--- config.mk ---
export PLATFORM = sky130hd
export DESIGN_NAME = flappy_game_ctrl_flat
export DESIGN_NICKNAME = d
export VERILOG_FILES = /design/src/rtl/flappy_game_ctrl_if.sv /design/src/rtl/flappy_game_ctrl.sv /design/src/flat_wrapper.sv
export SDC_FILE = /design/constraint.sdc
export NUM_CORES = 1
export LEC_CHECK = 0
export ABC_CLOCK_PERIOD_IN_PS = 9640
export BUFFER_PORTS_ARGS = -buffer_cell sky130_fd_sc_hd__buf_2
export CORE_UTILIZATION = 50
export DETAILED_ROUTE_END_ITERATION = 8
export PLACE_DENSITY = 0.69
export REMOVE_ABC_BUFFERS = 1
export SYNTH_ARGS = -nofsm -noshare
export SYNTH_HDL_FRONTEND = slang
export SYNTH_SLANG_ARGS = --single-unit
--- constraint.sdc ---
create_clock -name clk -period 9.64 [get_ports clk]
set_clock_uncertainty 0.05 [all_clocks]
set_input_delay 0.964 -clock clk [delete_from_list [all_inputs] [get_ports clk]]
set_output_delay 0.964 -clock clk [all_outputs]
set_load 0.02 [all_outputs]
--- src/rtl/flappy_game_ctrl_if.sv ---
// flappy_game_ctrl_if: frame strobe, button input and the registered game
// state consumed by the pixel renderer and the 7-segment driver.
interface flappy_game_ctrl_if #(
    parameter int NUM_COLS = 4
);
    logic                    frame_tick;
    logic                    flap;
    logic [1:0]              state;
    logic [8:0]              bird_y;
    logic [NUM_COLS*11-1:0]  col_x;
    logic [NUM_COLS*9-1:0]   gap_top;
    logic [13:0]             score;
    logic                    collided;

    modport master (
        output frame_tick, flap,
        input  state, bird_y, col_x, gap_top, score, collided
    );

    modport slave (
        input  frame_tick, flap,
        output state, bird_y, col_x, gap_top, score, collided
    );
endinterface

--- src/rtl/flappy_game_ctrl.sv ---
// flappy_game_ctrl: frame-rate game sequencer (bird physics, scrolling
// columns, hit test, score). Everything advances on frame_tick.
// Build option: FLAPPY_INVINCIBLE_EN -- nothing can kill the bird; floor and
// ceiling still clamp its position.
//
// state | meaning
// IDLE  | bird parked at START_Y, columns at start positions, waiting for a flap
// PLAY  | physics, scrolling, scoring and hit test on every frame_tick
// DEAD  | positions frozen for HOLD_FRAMES ticks, score left on display
module flappy_game_ctrl #(
    parameter int NUM_COLS    = 4,
    parameter int COL_SPACING = 240,
    parameter int START_X     = 200,
    parameter int COL_W       = 50,
    parameter int GAP_H       = 100,
    parameter int BIRD_X      = 100,
    parameter int BIRD_W      = 20,
    parameter int BIRD_H      = 30,
    parameter int START_Y     = 240,
    parameter int SCREEN_H    = 480,
    parameter int FLAP_VEL    = 6,
    parameter int GRAVITY     = 1,
    parameter int MAX_FALL    = 8,
    parameter int HOLD_FRAMES = 60
) (
    input  logic              clk,
    input  logic              reset,
    flappy_game_ctrl_if.slave bus
);
    localparam int PERIOD = NUM_COLS * COL_SPACING;
    localparam int PC_W   = $clog2(NUM_COLS + 1);
    localparam int HOLD_W = (HOLD_FRAMES > 1) ? $clog2(HOLD_FRAMES) : 1;

    localparam logic [10:0]        X_WRAP    = 11'(PERIOD - 1);
    localparam logic [11:0]        COL_W_U   = 12'(COL_W);
    localparam logic [11:0]        GAP_H_U   = 12'(GAP_H);
    localparam logic [11:0]        BIRD_X_U  = 12'(BIRD_X);
    localparam logic [11:0]        BIRD_XR_U = 12'(BIRD_X + BIRD_W);
    localparam logic [11:0]        BIRD_H_U  = 12'(BIRD_H);
    localparam logic signed [9:0]  Y_START   = 10'(START_Y);
    localparam logic signed [9:0]  Y_LAUNCH  = 10'(START_Y - FLAP_VEL);
    localparam logic signed [9:0]  Y_MAX     = 10'(SCREEN_H - BIRD_H);
    localparam logic signed [4:0]  VEL_FLAP  = 5'(-FLAP_VEL);
    localparam logic signed [4:0]  VEL_GRAV  = 5'(GRAVITY);
    localparam logic signed [4:0]  VEL_CAP   = 5'(MAX_FALL);
    localparam logic [8:0]         GAP_BASE  = 9'd40;
    localparam logic [13:0]        SCORE_MAX = 14'd9999;
    localparam logic [HOLD_W-1:0]  HOLD_LOAD = HOLD_W'(HOLD_FRAMES - 1);

    typedef enum logic [1:0] {
        IDLE = 2'b00,
        PLAY = 2'b01,
        DEAD = 2'b10
    } state_t;

    state_t              st_q;
    logic signed [9:0]   y_q;
    logic signed [4:0]   vel_q;
    logic [10:0]         col_x_q  [NUM_COLS];
    logic [8:0]          gap_q    [NUM_COLS];
    logic [13:0]         score_q;
    logic                collided_q;
    logic [HOLD_W-1:0]   hold_q;
    logic                flap_d;
    logic                flap_req;
    logic [7:0]          lfsr;

    logic                flap_rise;
    logic                req_now;
    logic                hit;
    logic                col_hit;
    logic                x_hit;
    logic                in_gap;
    logic [11:0]         x_ext;
    logic [11:0]         g_ext;
    logic [11:0]         y_ext;
    logic signed [4:0]   vel_play;
    logic signed [9:0]   y_sum;
    logic signed [9:0]   y_play;
    logic [10:0]         x_play   [NUM_COLS];
    logic [8:0]          gap_play [NUM_COLS];
    logic [PC_W-1:0]     pass_cnt;
    logic [14:0]         score_sum;
    logic [13:0]         score_play;
    logic [NUM_COLS*11-1:0] col_x_flat;
    logic [NUM_COLS*9-1:0]  gap_flat;

    assign flap_rise = bus.flap & ~flap_d;
    assign req_now   = flap_req | flap_rise;

    // Button edge capture and the free-running gap LFSR (taps 8,6,5,4).
    always_ff @(posedge clk or negedge reset) begin
        if (!reset) begin
            flap_d   <= 1'b0;
            flap_req <= 1'b0;
            lfsr     <= 8'hA5;
        end else begin
            flap_d <= bus.flap;
            lfsr   <= {lfsr[6:0], lfsr[7] ^ lfsr[5] ^ lfsr[4] ^ lfsr[3]};
            if (bus.frame_tick)
                flap_req <= 1'b0;
            else if (flap_rise)
                flap_req <= 1'b1;
        end
    end

    // Next-frame PLAY values and the hit test on the currently registered positions.
    always_comb begin
        hit      = 1'b0;
        col_hit  = 1'b0;
        x_hit    = 1'b0;
        in_gap   = 1'b0;
        x_ext    = '0;
        g_ext    = '0;
        pass_cnt = '0;
        y_ext    = {3'b000, y_q[8:0]};

        if (req_now)
            vel_play = VEL_FLAP;
        else if (vel_q > VEL_CAP - VEL_GRAV)
            vel_play = VEL_CAP;
        else
            vel_play = vel_q + VEL_GRAV;

        y_sum = y_q + $signed({{5{vel_play[4]}}, vel_play});
        if (y_sum < 10'sd0)
            y_play = '0;
        else if (y_sum > Y_MAX)
            y_play = Y_MAX;
        else
            y_play = y_sum;

        for (int i = 0; i < NUM_COLS; i++) begin
            x_ext  = {1'b0, col_x_q[i]};
            g_ext  = {3'b000, gap_q[i]};
            x_hit  = (x_ext + COL_W_U > BIRD_X_U) && (x_ext < BIRD_XR_U);
            in_gap = (y_ext >= g_ext) && (y_ext + BIRD_H_U <= g_ext + GAP_H_U);
            if (x_hit && !in_gap)
                col_hit = 1'b1;
            if (col_x_q[i] == '0) begin
                x_play[i]   = X_WRAP;
                gap_play[i] = GAP_BASE + {1'b0, lfsr};
            end else begin
                x_play[i]   = col_x_q[i] - 11'd1;
                gap_play[i] = gap_q[i];
            end
            if ({1'b0, x_play[i]} + COL_W_U == BIRD_X_U)
                pass_cnt = pass_cnt + PC_W'(1);
        end

        score_sum  = {1'b0, score_q} + 15'(pass_cnt);
        score_play = (score_sum > {1'b0, SCORE_MAX}) ? SCORE_MAX : score_sum[13:0];

`ifdef FLAPPY_INVINCIBLE_EN
        hit = 1'b0;
`else
        hit = col_hit || (y_q <= 10'sd0) || (y_q >= Y_MAX);
`endif
    end

    // Game FSM: all positions, score and the collided pulse advance on frame_tick.
    always_ff @(posedge clk or negedge reset) begin
        if (!reset) begin
            st_q       <= IDLE;
            y_q        <= Y_START;
            vel_q      <= '0;
            score_q    <= '0;
            collided_q <= 1'b0;
            hold_q     <= '0;
            for (int i = 0; i < NUM_COLS; i++) begin
                col_x_q[i] <= 11'(START_X + i * COL_SPACING);
                gap_q[i]   <= 9'(40 + 40 * i);
            end
        end else begin
            collided_q <= 1'b0;
            if (bus.frame_tick) begin
                case (st_q)
                    IDLE: begin
                        if (req_now) begin
                            st_q    <= PLAY;
                            score_q <= '0;
                            vel_q   <= VEL_FLAP;
                            y_q     <= Y_LAUNCH;
                        end
                    end
                    PLAY: begin
                        if (hit) begin
                            st_q       <= DEAD;
                            collided_q <= 1'b1;
                            hold_q     <= HOLD_LOAD;
                        end else begin
                            vel_q   <= vel_play;
                            y_q     <= y_play;
                            score_q <= score_play;
                            col_x_q <= x_play;
                            gap_q   <= gap_play;
                        end
                    end
                    DEAD: begin
                        if (hold_q == '0) begin
                            st_q  <= IDLE;
                            y_q   <= Y_START;
                            vel_q <= '0;
                            for (int i = 0; i < NUM_COLS; i++) begin
                                col_x_q[i] <= 11'(START_X + i * COL_SPACING);
                                gap_q[i]   <= 9'(40 + 40 * i);
                            end
                        end else begin
                            hold_q <= hold_q - HOLD_W'(1);
                        end
                    end
                    default: st_q <= IDLE;
                endcase
            end
        end
    end

    // Flatten the column registers onto the packed output buses.
    always_comb begin
        col_x_flat = '0;
        gap_flat   = '0;
        for (int i = 0; i < NUM_COLS; i++) begin
            col_x_flat[11*i +: 11] = col_x_q[i];
            gap_flat[9*i +: 9]     = gap_q[i];
        end
    end

    assign bus.state    = st_q;
    assign bus.bird_y   = y_q[8:0];
    assign bus.col_x    = col_x_flat;
    assign bus.gap_top  = gap_flat;
    assign bus.score    = score_q;
    assign bus.collided = collided_q;
endmodule

--- src/flat_wrapper.sv ---
// flat-port wrapper written by rule: the top's interface ports become plain ports
module flappy_game_ctrl_flat 
#(
    parameter int NUM_COLS    = 4,
    parameter int COL_SPACING = 240,
    parameter int START_X     = 200,
    parameter int COL_W       = 50,
    parameter int GAP_H       = 100,
    parameter int BIRD_X      = 100,
    parameter int BIRD_W      = 20,
    parameter int BIRD_H      = 30,
    parameter int START_Y     = 240,
    parameter int SCREEN_H    = 480,
    parameter int FLAP_VEL    = 6,
    parameter int GRAVITY     = 1,
    parameter int MAX_FALL    = 8,
    parameter int HOLD_FRAMES = 60
)
  (clk, reset, bus_frame_tick, bus_flap, bus_state, bus_bird_y, bus_col_x, bus_gap_top, bus_score, bus_collided);
  flappy_game_ctrl_if #(.NUM_COLS(NUM_COLS)) bus_i ();
  input  logic clk;
  input  logic reset;
  input wire logic [$bits(bus_i.frame_tick)-1:0] bus_frame_tick;
  input wire logic [$bits(bus_i.flap)-1:0] bus_flap;
  output wire logic [$bits(bus_i.state)-1:0] bus_state;
  output wire logic [$bits(bus_i.bird_y)-1:0] bus_bird_y;
  output wire logic [$bits(bus_i.col_x)-1:0] bus_col_x;
  output wire logic [$bits(bus_i.gap_top)-1:0] bus_gap_top;
  output wire logic [$bits(bus_i.score)-1:0] bus_score;
  output wire logic [$bits(bus_i.collided)-1:0] bus_collided;
  assign bus_i.frame_tick = bus_frame_tick;
  assign bus_i.flap = bus_flap;
  assign bus_state = bus_i.state;
  assign bus_bird_y = bus_i.bird_y;
  assign bus_col_x = bus_i.col_x;
  assign bus_gap_top = bus_i.gap_top;
  assign bus_score = bus_i.score;
  assign bus_collided = bus_i.collided;
  flappy_game_ctrl #(.NUM_COLS(NUM_COLS), .COL_SPACING(COL_SPACING), .START_X(START_X), .COL_W(COL_W), .GAP_H(GAP_H), .BIRD_X(BIRD_X), .BIRD_W(BIRD_W), .BIRD_H(BIRD_H), .START_Y(START_Y), .SCREEN_H(SCREEN_H), .FLAP_VEL(FLAP_VEL), .GRAVITY(GRAVITY), .MAX_FALL(MAX_FALL), .HOLD_FRAMES(HOLD_FRAMES)) u_core (.clk(clk), .reset(reset), .bus(bus_i));
endmodule
# Word-level counts from Yosys, hierarchy flattened
# Cells that the tools add are included.
# op_classes
n_addsub	25
order_cmp	22
n_eq_ne	15
n_mux	50
bitwise	6
reduce_logical	37
# ops
cell	count
$add 11x6->12 const B	8
$mux 44	2
$pmux 44 s2	1
$mux 36	2
$pmux 36 s2	1
$mux 10	5
$eq 12x7->1 const B	4
$gt 12x7->1 const B	4
$le 12x12->1	4
$logic_not 11->1	4
$lt 11x7->1 const B	4
$mux 11	4
$sub 11x1->11 const B	4
$mux 14	3
$add 9x7->10 const B	4
$ge 9x9->1	4
$mux 9	4
$pmux 10 s3	1
$pmux 14 s2	1
$mux 5	5
$reduce_and 5->1	5
$reduce_and 4->1	4
$add 14x3->15	1
$gt 15x14->1 const B	1
other kinds (34)	75
# word_totals
reg_bits	128
in_bits	4
output_inout_bits	106
wordCells	172

# Longest topological paths before layout
# Gate-level depths: netlist (run 1).
# depth
depth_word	16
ltp_mapped	26
ltp_nobuf	26

# Worst setup path after synthesis (run 1)
# No wires, ideal clock.
# synth_path
path_type	flip-flop to flip-flop
from	register u_core.col_x_q, in the netlist u_core.bus.col_x[2]
to	register u_core.score_q[8], in the netlist u_core.bus.score[8]
setup_ps	119
arrival_ps	5712
required_ps	9471
slack_ps	3759
stages_incl_launch_ff	23
n_path_buf	0
synth_period_minus_slack_ps	5881
cell_sequence	dfrtp_1 inv_1 ha_1 nand2_1 or3_1 nor3_1 xnor2_1 nand4_1 nor4b_1 ha_1 xor2_1 ha_1 mux2_2 fa_1 a21oi_2 xnor2_1 and4_1 a21o_1 a31o_2 a211oi_2 nand3_2 o41a_1 o21a_1
# synth_via
elab_chain_len	16
elab_cells_between_ends	30
classes_between	add/sub: 7; order compare: 3; eq/ne: 2; mux: 12; reduce/logical: 6
# synth_lines
item	line	source
start: declaration	flappy_game_ctrl.sv:59	logic [10:0] col_x_q [NUM_COLS];
start signal: indexed assignment	flappy_game_ctrl.sv:171	col_x_q[i] <= 11'(START_X + i * COL_SPACING);
start signal: assignment	flappy_game_ctrl.sv:195	col_x_q <= x_play;
start signal: indexed assignment	flappy_game_ctrl.sv:205	col_x_q[i] <= 11'(START_X + i * COL_SPACING);
$sub 11x1->11 / $logic_not 11->1 (equally long branches)	flappy_game_ctrl.sv:144, flappy_game_ctrl.sv:140	
$mux 11	flappy_game_ctrl.sv:140	if (col_x_q[i] == '0) begin
$add 11x6->12	flappy_game_ctrl.sv:147	if ({1'b0, x_play[i]} + COL_W_U == BIRD_X_U)
$eq 12x7->1	flappy_game_ctrl.sv:147	
$mux 1	flappy_game_ctrl.sv:147	
$add 1x1->2	flappy_game_ctrl.sv:148	pass_cnt = pass_cnt + PC_W'(1);
$mux 3	flappy_game_ctrl.sv:147	
$add 3x1->3	flappy_game_ctrl.sv:148	
$mux 3	flappy_game_ctrl.sv:147	
$add 3x1->3	flappy_game_ctrl.sv:148	
$mux 3	flappy_game_ctrl.sv:147	
$add 14x3->15	flappy_game_ctrl.sv:151	score_sum = {1'b0, score_q} + 15'(pass_cnt);
$gt 15x14->1	flappy_game_ctrl.sv:152	score_play = (score_sum > {1'b0, SCORE_MAX}) ? SCORE_MAX : score_sum[13:0];
$mux 14	flappy_game_ctrl.sv:152	
$mux 14	flappy_game_ctrl.sv:187	if (hit) begin
$pmux 14 s2	flappy_game_ctrl.sv:177	case (st_q)
end signal: assignment	flappy_game_ctrl.sv:194	score_q <= score_play;
end: declaration	flappy_game_ctrl.sv:61	logic [13:0] score_q;
# Parallel ways exist; a longest one is shown, timed or not. The select of a mux whose other input is x is not followed.
# A chain may end at the register's enable or synchronous reset.

# Worst setup path in the final report (run 1)
# Same ends and word-level chain as after synthesis.

==> results.cfg, run 1 <==
[synthesis]
yosysMostFrequentCell = ha_1
synthCells = 1213
ys_types = 85
ys.flop_type = dfrtp_1
synth.avg_cell_area_sq_um = 8.82
netlist_area_sq_um = 10700
synthArstFlopShare = 1.00
yosysTopAreaCellShare = 0.215
synth_compound_area_frac = 0.198
yosys.area_share.adder = 0.150
ys_seq_elements = 127
muxShareOfSynthArea = 0.0610
synth_xor_area_frac = 0.0540
synth_common_cells = ha_1, inv_1, dfrtp_1, nor2_1, nand2_1
synthSimpleGateAreaFrac = 0.182
synth.area.top_cells = dfrtp_1, ha_1, dfstp_2
synth-edff-count = 0
yosysWarnings = 0
yosysSeqAreaShare = 0.301
yosysTopAreaCell = dfrtp_1
synth_top_family_by_area = compound AO/OA/AOI/OAI gates

[layout]
nets = 1429
drive_gt1_frac = 0.195
n_antenna_cell = 0
final_area_sq_um = 12100
area_growth_pct = 12.6

[detailed_routing]
antenna_left = 0
drc_errors = 0
viasPerCell = 5.93
vias = 9410
drtPass1Iterations = 5
initialDrtViolationCount = 594
routed_wl_um = 28100
routedWlPerCell_um = 17.7

[floorplan]
start_util = 0.509
die_area_sq_um = 22000
ios = 110
coreArea_sq_um = 21000
rows = 53
die_height_um = 148
die-width_um = 148

[grt]
grt.total_usage = 0.261
overflow = 0
grt_max_degree = 71
grt_pass1_vias = 8972
grt_pass1_wl_um = 45500
grt_antenna_before_repair = 0

[sta]
fmax_mhz = 145
slew_headroom = 0.266
rsz0062_at_grt = no
tightestPinTransition_ns = 1.10
finalCritPeriodShare = 0.716
setup_violations = 0
report.final.slew_viol_count = 0
hold_viol_final = 0
final.setup.tns_ns = 0
fin_crit_ns = 6.90

[clock_tree]
clk_path_buf_depth = 2
cts_buffers = 17
ctsHoldBuffers = 0
cts_resized = 0
insertion_delay_ns = 0.44
cts_root_buffer = clkbuf_16
cts.htree.levels = 4
cts_tree = done
cts.sinks = 127
cts_setup_buffers = 0
clk_pin_slew_worst_paths_ns = 0.07

[placement]
io_buffer_count = 109
post-dp-hpwl_um = 20300
gp_congestion = 0.922
dpl_cell_area_sq_um = 11400

[worst_hold_path]
min-delay-path-class = register to register
hold_end = u_core.lfsr[2]
hold_depth = 0
holdCritStartpoint = u_core.lfsr[1]

[critical_path]
endpoint_kind = register
ff2ff_setup_slack_ns = 2.74
r2r_start = u_core.bus.col_x[2]
startpoint_type = register
required_ns = 9.92
critical_path_class = register to register
arrival_ns = 7.18
crit_fanout = 10
reg2reg_depth = 22
timing.rr.end = u_core.bus.score[8]

[power]
p_comb_frac = 0.603
power_density_nw_per_um2 = 359
netSwitchingFraction = 0.500
p_leak_uw = 0.00552
seqPwrFrac = 0.236
p_switching_uw = 2170
cellInternalPower_uw = 2170
peakVddDrop_mv = 0.190
p_clk_frac = 0.161

[run_status]
status = finished, final reports clean

[run]
drv_cap = 0
worst max-delay path, stage by stage (launching register included):
cell and delay [ns]:
dfrtp_1 0.46, inv_1 0.17, ha_1 0.19, nand2_1 0.11, or3_1 0.37, nor3_1 0.41
xnor2_1 0.18, nand4_1 0.11, nor4b_1 0.60, ha_1 0.37, xor2_1 0.26, ha_1 0.29
mux2_2 0.30, fa_1 0.45, a21oi_2 0.39, xnor2_1 0.11, and4_1 0.23, a21o_1 0.17
a31o_2 0.20, a211oi_2 0.50, nand3_2 0.31, o41a_1 0.44, o21a_1 0.11
stage by stage:
| step | util | setup WS, ns | power [uW] | cells | hold WS, ns |
|---|---|---|---|---|---|
| after CTS | 0.574 | 2.78 | 4320 | 1586 | 0.331 |
| after detailed placement | 0.544 | 2.79 | 3600 | 1554 | 0.314 |
| final | 0.574 | 2.74 | 4330 | 1586 | 0.328 |
| after floorplan | - | 3.76 | 2850 | 1163 | 0.297 |
| after global placement | 0.544 | 3.06 | 3560 | 1554 | 0.313 |
| after global routing | 0.574 | 2.24 | 4690 | 1586 | 0.345 |
area by class of cell:
class,instances,area (sq um)
clock buffers,17,425
clock inverters,15,198
fillers,1920,8960
inverters,94,353
multi-input cells,942,6910
flip-flops and latches,127,3220
well taps,275,344
repair buffers,116,604
cell families (layout without fill, tap and decap cells):
logic type,after synthesis,after routing
simple gates,387,387
compound gates,304,304
buf+inv,144,242
fa+ha+maj,127,127
flops,127,127
xor+xnor,66,66
mux,58,58
how the worst max path moves through the flow:
stage                         startpoint                   to  slack, ns  cells after the start
global placement     u_core.bus.col_x[2]  u_core.bus.score[8]       3.06                     22
floorplan            u_core.bus.col_x[2]  u_core.bus.score[8]       3.76                     22
finish               u_core.bus.col_x[2]  u_core.bus.score[8]       2.74                     22
global route        u_core.bus.col_x[12]  u_core.bus.score[8]       2.24                     24
CTS                  u_core.bus.col_x[2]  u_core.bus.score[8]       2.78                     22
detailed placement   u_core.bus.col_x[2]  u_core.bus.score[8]       2.79                     22
cells in the final DEF, fill, tap and decap left out, types with 16 or more instances in the layout:
cell / count
nand2_1: 88
a31oi_1: 16
xor2_1: 20
xnor2_1: 46
a21oi_1: 67
o21ai_0: 43
clkbuf_16: 17
ha_1: 124
nand3_1: 38
mux2_2: 42
nor2b_1: 24
nor3_1: 35
dfrtp_1: 92
a21o_1: 16
o22ai_1: 16
nand2b_1: 23
inv_1: 94
nor2_1: 92
buf_2: 108
o31ai_1: 18
dfstp_2: 35
registers in the layout, indices dropped and copies added, names as in the netlist:
name and count:
u_core.bus.state 2, u_core.hold_q 6, u_core.lfsr 8, u_core.bus.score 14, u_core.vel_q 5, u_core.bus.collided 1, u_core.bus.col_x 44, u_core.flap_d 1
u_core.flap_req 1, u_core.bus.gap_top 36, u_core.y_q 9
power groups by stage:
stage	Sequential (uW)	Combinational (uW)	Clock, uW
6_report	1020	2610	698
5_1_grt	1050	2910	733
3_5_place_dp	1030	2580	0
2_1_floorplan	1090	1760	0
3_3_place_gp	1020	2540	0
4_1_cts	1020	2600	707
layer usage:
metal	up-vias	track usage	part of all wire
met5	-	0	0
met4	0	0.101	0.023
met3	47	0.0368	0.041
met2	258	0.429	0.47
met1	4514	0.349	0.47
li1	4591	-	-
Power figures use the tool's default switching activity.
==> inputs of run 2 (changes only) <==
Settings changed: ABC_AREA from default to 1, ABC_CLOCK_PERIOD_IN_PS 9640 to 5900, PLACE_DENSITY 0.69 to 0.72.
Clock period 9.64 ns to 5.9 ns, I/O delays scaled along.
==> results.cfg, run 2 <==
[detailed_routing]
wl_met1_um = 13300
vias = 10500
viasPerCell = 5.41
top_layer_used = met4
drc_errors = 0
antenna_left = 0
drtPass1Iterations = 6
wl_met2_um = 13700
routed_wl_um = 29100
dr_wl_met3_um = 1600
initialDrtViolationCount = 736
routedWlPerCell_um = 14.9

[sta]
hold_viol_final = 0
setup_violations = 0
report.final.slew_viol_count = 0
fin_crit_ns = 5.42
slew_headroom = 0.373
tightestPinTransition_ns = 0.940
fmax_mhz = 185
finalCritPeriodShare = 0.918
worst_slack_ns = 0.484

[clock_tree]
ctsHoldBuffers = 0
cts_buffers = 17
cts_tree = done
insertion_delay_ns = 0.43
cts_setup_buffers = 0
clk_path_buf_depth = 2
clk_pin_slew_worst_paths_ns = 0.06
cts.sinks = 127
cts_root_buffer = clkbuf_16
cts.htree.levels = 4

[synthesis]
yosysMostFrequentCell = nand2_1
synth_common_cells = nand2_1, inv_1, ha_1
yosysTopAreaCell = dfrtp_1
synth-edff-count = 0
netlist_area_sq_um = 11100
synthCells = 1557
yosysTopAreaCellShare = 0.208
yosysWarnings = 0
ys.flop_type = dfrtp_1
yosysSeqAreaShare = 0.291
ys_types = 51
synthArstFlopShare = 1.00
ys_seq_elements = 127
synth.avg_cell_area_sq_um = 7.10
synth.area.top_cells = dfrtp_1, nand2_1, ha_1

[placement]
gp_congestion = 0.928
dp_slack_ns = 0.385
post-dp-hpwl_um = 21700
io_buffer_count = 109

[grt]
grt_pass1_wl_um = 47300
grt.total_usage = 0.264
overflow = 0
grt_antenna_before_repair = 0
grt_max_degree = 75
grt_pass1_vias = 9745

[power]
peakVddDrop_mv = 0.310
p_leak_uw = 0.00658
power_density_nw_per_um2 = 602
total_power_uw = 7460

[critical_path]
cp_slowest_cell = dfrtp_2
slowest_delay_ns = 0.46
endpoint_kind = register
arrival_ns = 5.71
crit_fanout = 8
startpoint_type = register
required_ns = 6.20
crit_top_cell = nand2_1
critical_path_class = register to register

[layout]
drive_gt1_frac = 0.135
mostFrequentLayoutCells = nand2_1, inv_1, ha_1
n_antenna_cell = 0
largest_reg_flops = 44
nets = 1787
area_growth_pct = 12.1
mostFrequentLayoutCell = nand2_1

[floorplan]
die_area_sq_um = 22700
die_height_um = 151
ios = 110
rows = 54
coreArea_sq_um = 21800
die-width_um = 151
start_util = 0.508

[run]
drv_cap = 0

[run_status]
status = finished, final reports clean

[worst_hold_path]
min-delay-path-class = input port to asynchronous set/reset pin
run 2: changes by cell type in the layout (fill, tap and decap cells not counted), moves of 27 or more:
cell | before | now
nand2_1 | 88 | 444
inv_1 | 94 | 203
nand4_1 | 15 | 74
nand3_1 | 38 | 88
mux2_2 | 42 | 0
o21ai_1 | 1 | 38
xor2_1 | 20 | 53
nor2_1 | 92 | 122
xnor2_1 | 46 | 19
run 2: logic make-up (layout without fill, tap and decap cells):
logic type | Yosys count | in the layout | share of synthesized area
AND/OR/NAND/NOR | 787 | 787 | 0.316
buffers and inverters | 244 | 356 | 0.0910
AO/OA/AOI/OAI | 200 | 200 | 0.0997
adder cells (fa/ha/maj) | 127 | 127 | 0.145
flip-flops | 127 | 127 | 0.291
XOR/XNOR | 72 | 72 | 0.0570
run 2: critical path: cells and delay by family, from the launching register on:
| kind | cells | cell delay (ns) |
|---|---|---|
| AO/OA/AOI/OAI | 3 | 0.47 |
| flip-flops | 1 | 0.46 |
| adder cells (fa/ha/maj) | 4 | 1.01 |
| buffers and inverters | 4 | 0.27 |
| XOR/XNOR | 1 | 0.16 |
| AND/OR/NAND/NOR | 26 | 2.93 |
run 2: layout make-up:
class / instances / area (sq um)
Clock buffer: 17 / 425
Tap cell: 280 / 350
Timing Repair Buffer: 117 / 612
Fill cell: 2099 / 9360
Sequential cell: 127 / 3220
Multi-Input combinational cell: 1186 / 6860
Inverter: 207 / 777
Clock inverter: 15 / 150
run 2: where the power goes:
part	switching (uW)	total [uW]	internal (uW)
clock network	439	1030	593
registers	460	1670	1210
logic	3120	4760	1640
total	4020	7460	3440
run 2: stage by stage:
step / hold slack [ns] / setup TNS [ns] / cells / util / instance area (sq um)
floorplan: 0.244 / 0 / 1520 / - / 10800
detailed placement: 0.315 / 0 / 1917 / 0.542 / 11800
finish: 0.0521 / 0 / 1949 / 0.570 / 12400
global placement: 0.314 / 0 / 1917 / 0.542 / 11800
CTS: 0.0709 / 0 / 1949 / 0.568 / 12400
global route: 0.103 / -0.0252 / 1949 / 0.570 / 12400
run 2: repair_timing:
| action | 4_1_cts | 5_1_grt |
|---|---|---|
| endpoints found under the hold margin | 0 | 0 |
| setup endpoints to repair | 0 | 13 |
| resized for setup | 0 | 7 |
run 2: worst paths after layout:
kind	start	endpoint	slack [ns]	cells past startpoint
max in group asynchronous	reset	u_core.bus.gap_top[14]	4.43	2
worst max-delay path	u_core.bus.col_x[12]	u_core.bus.score[12]	0.48	38
worst max register to register	u_core.bus.col_x[12]	u_core.bus.score[12]	0.48	38
min in group clk	bus_flap	u_core.flap_d	0.23	1
worst min-delay path	reset	u_core.bus.col_x[11]	0.05	1
worst min register to register	u_core.lfsr[1]	u_core.lfsr[2]	0.33	0
run 2: routing by layer:
metal	GRT usage	vias to the layer above
met5	0	-
met4	0.0850	0
met3	0.0497	41
met2	0.446	284
met1	0.340	4913
li1	-	5309
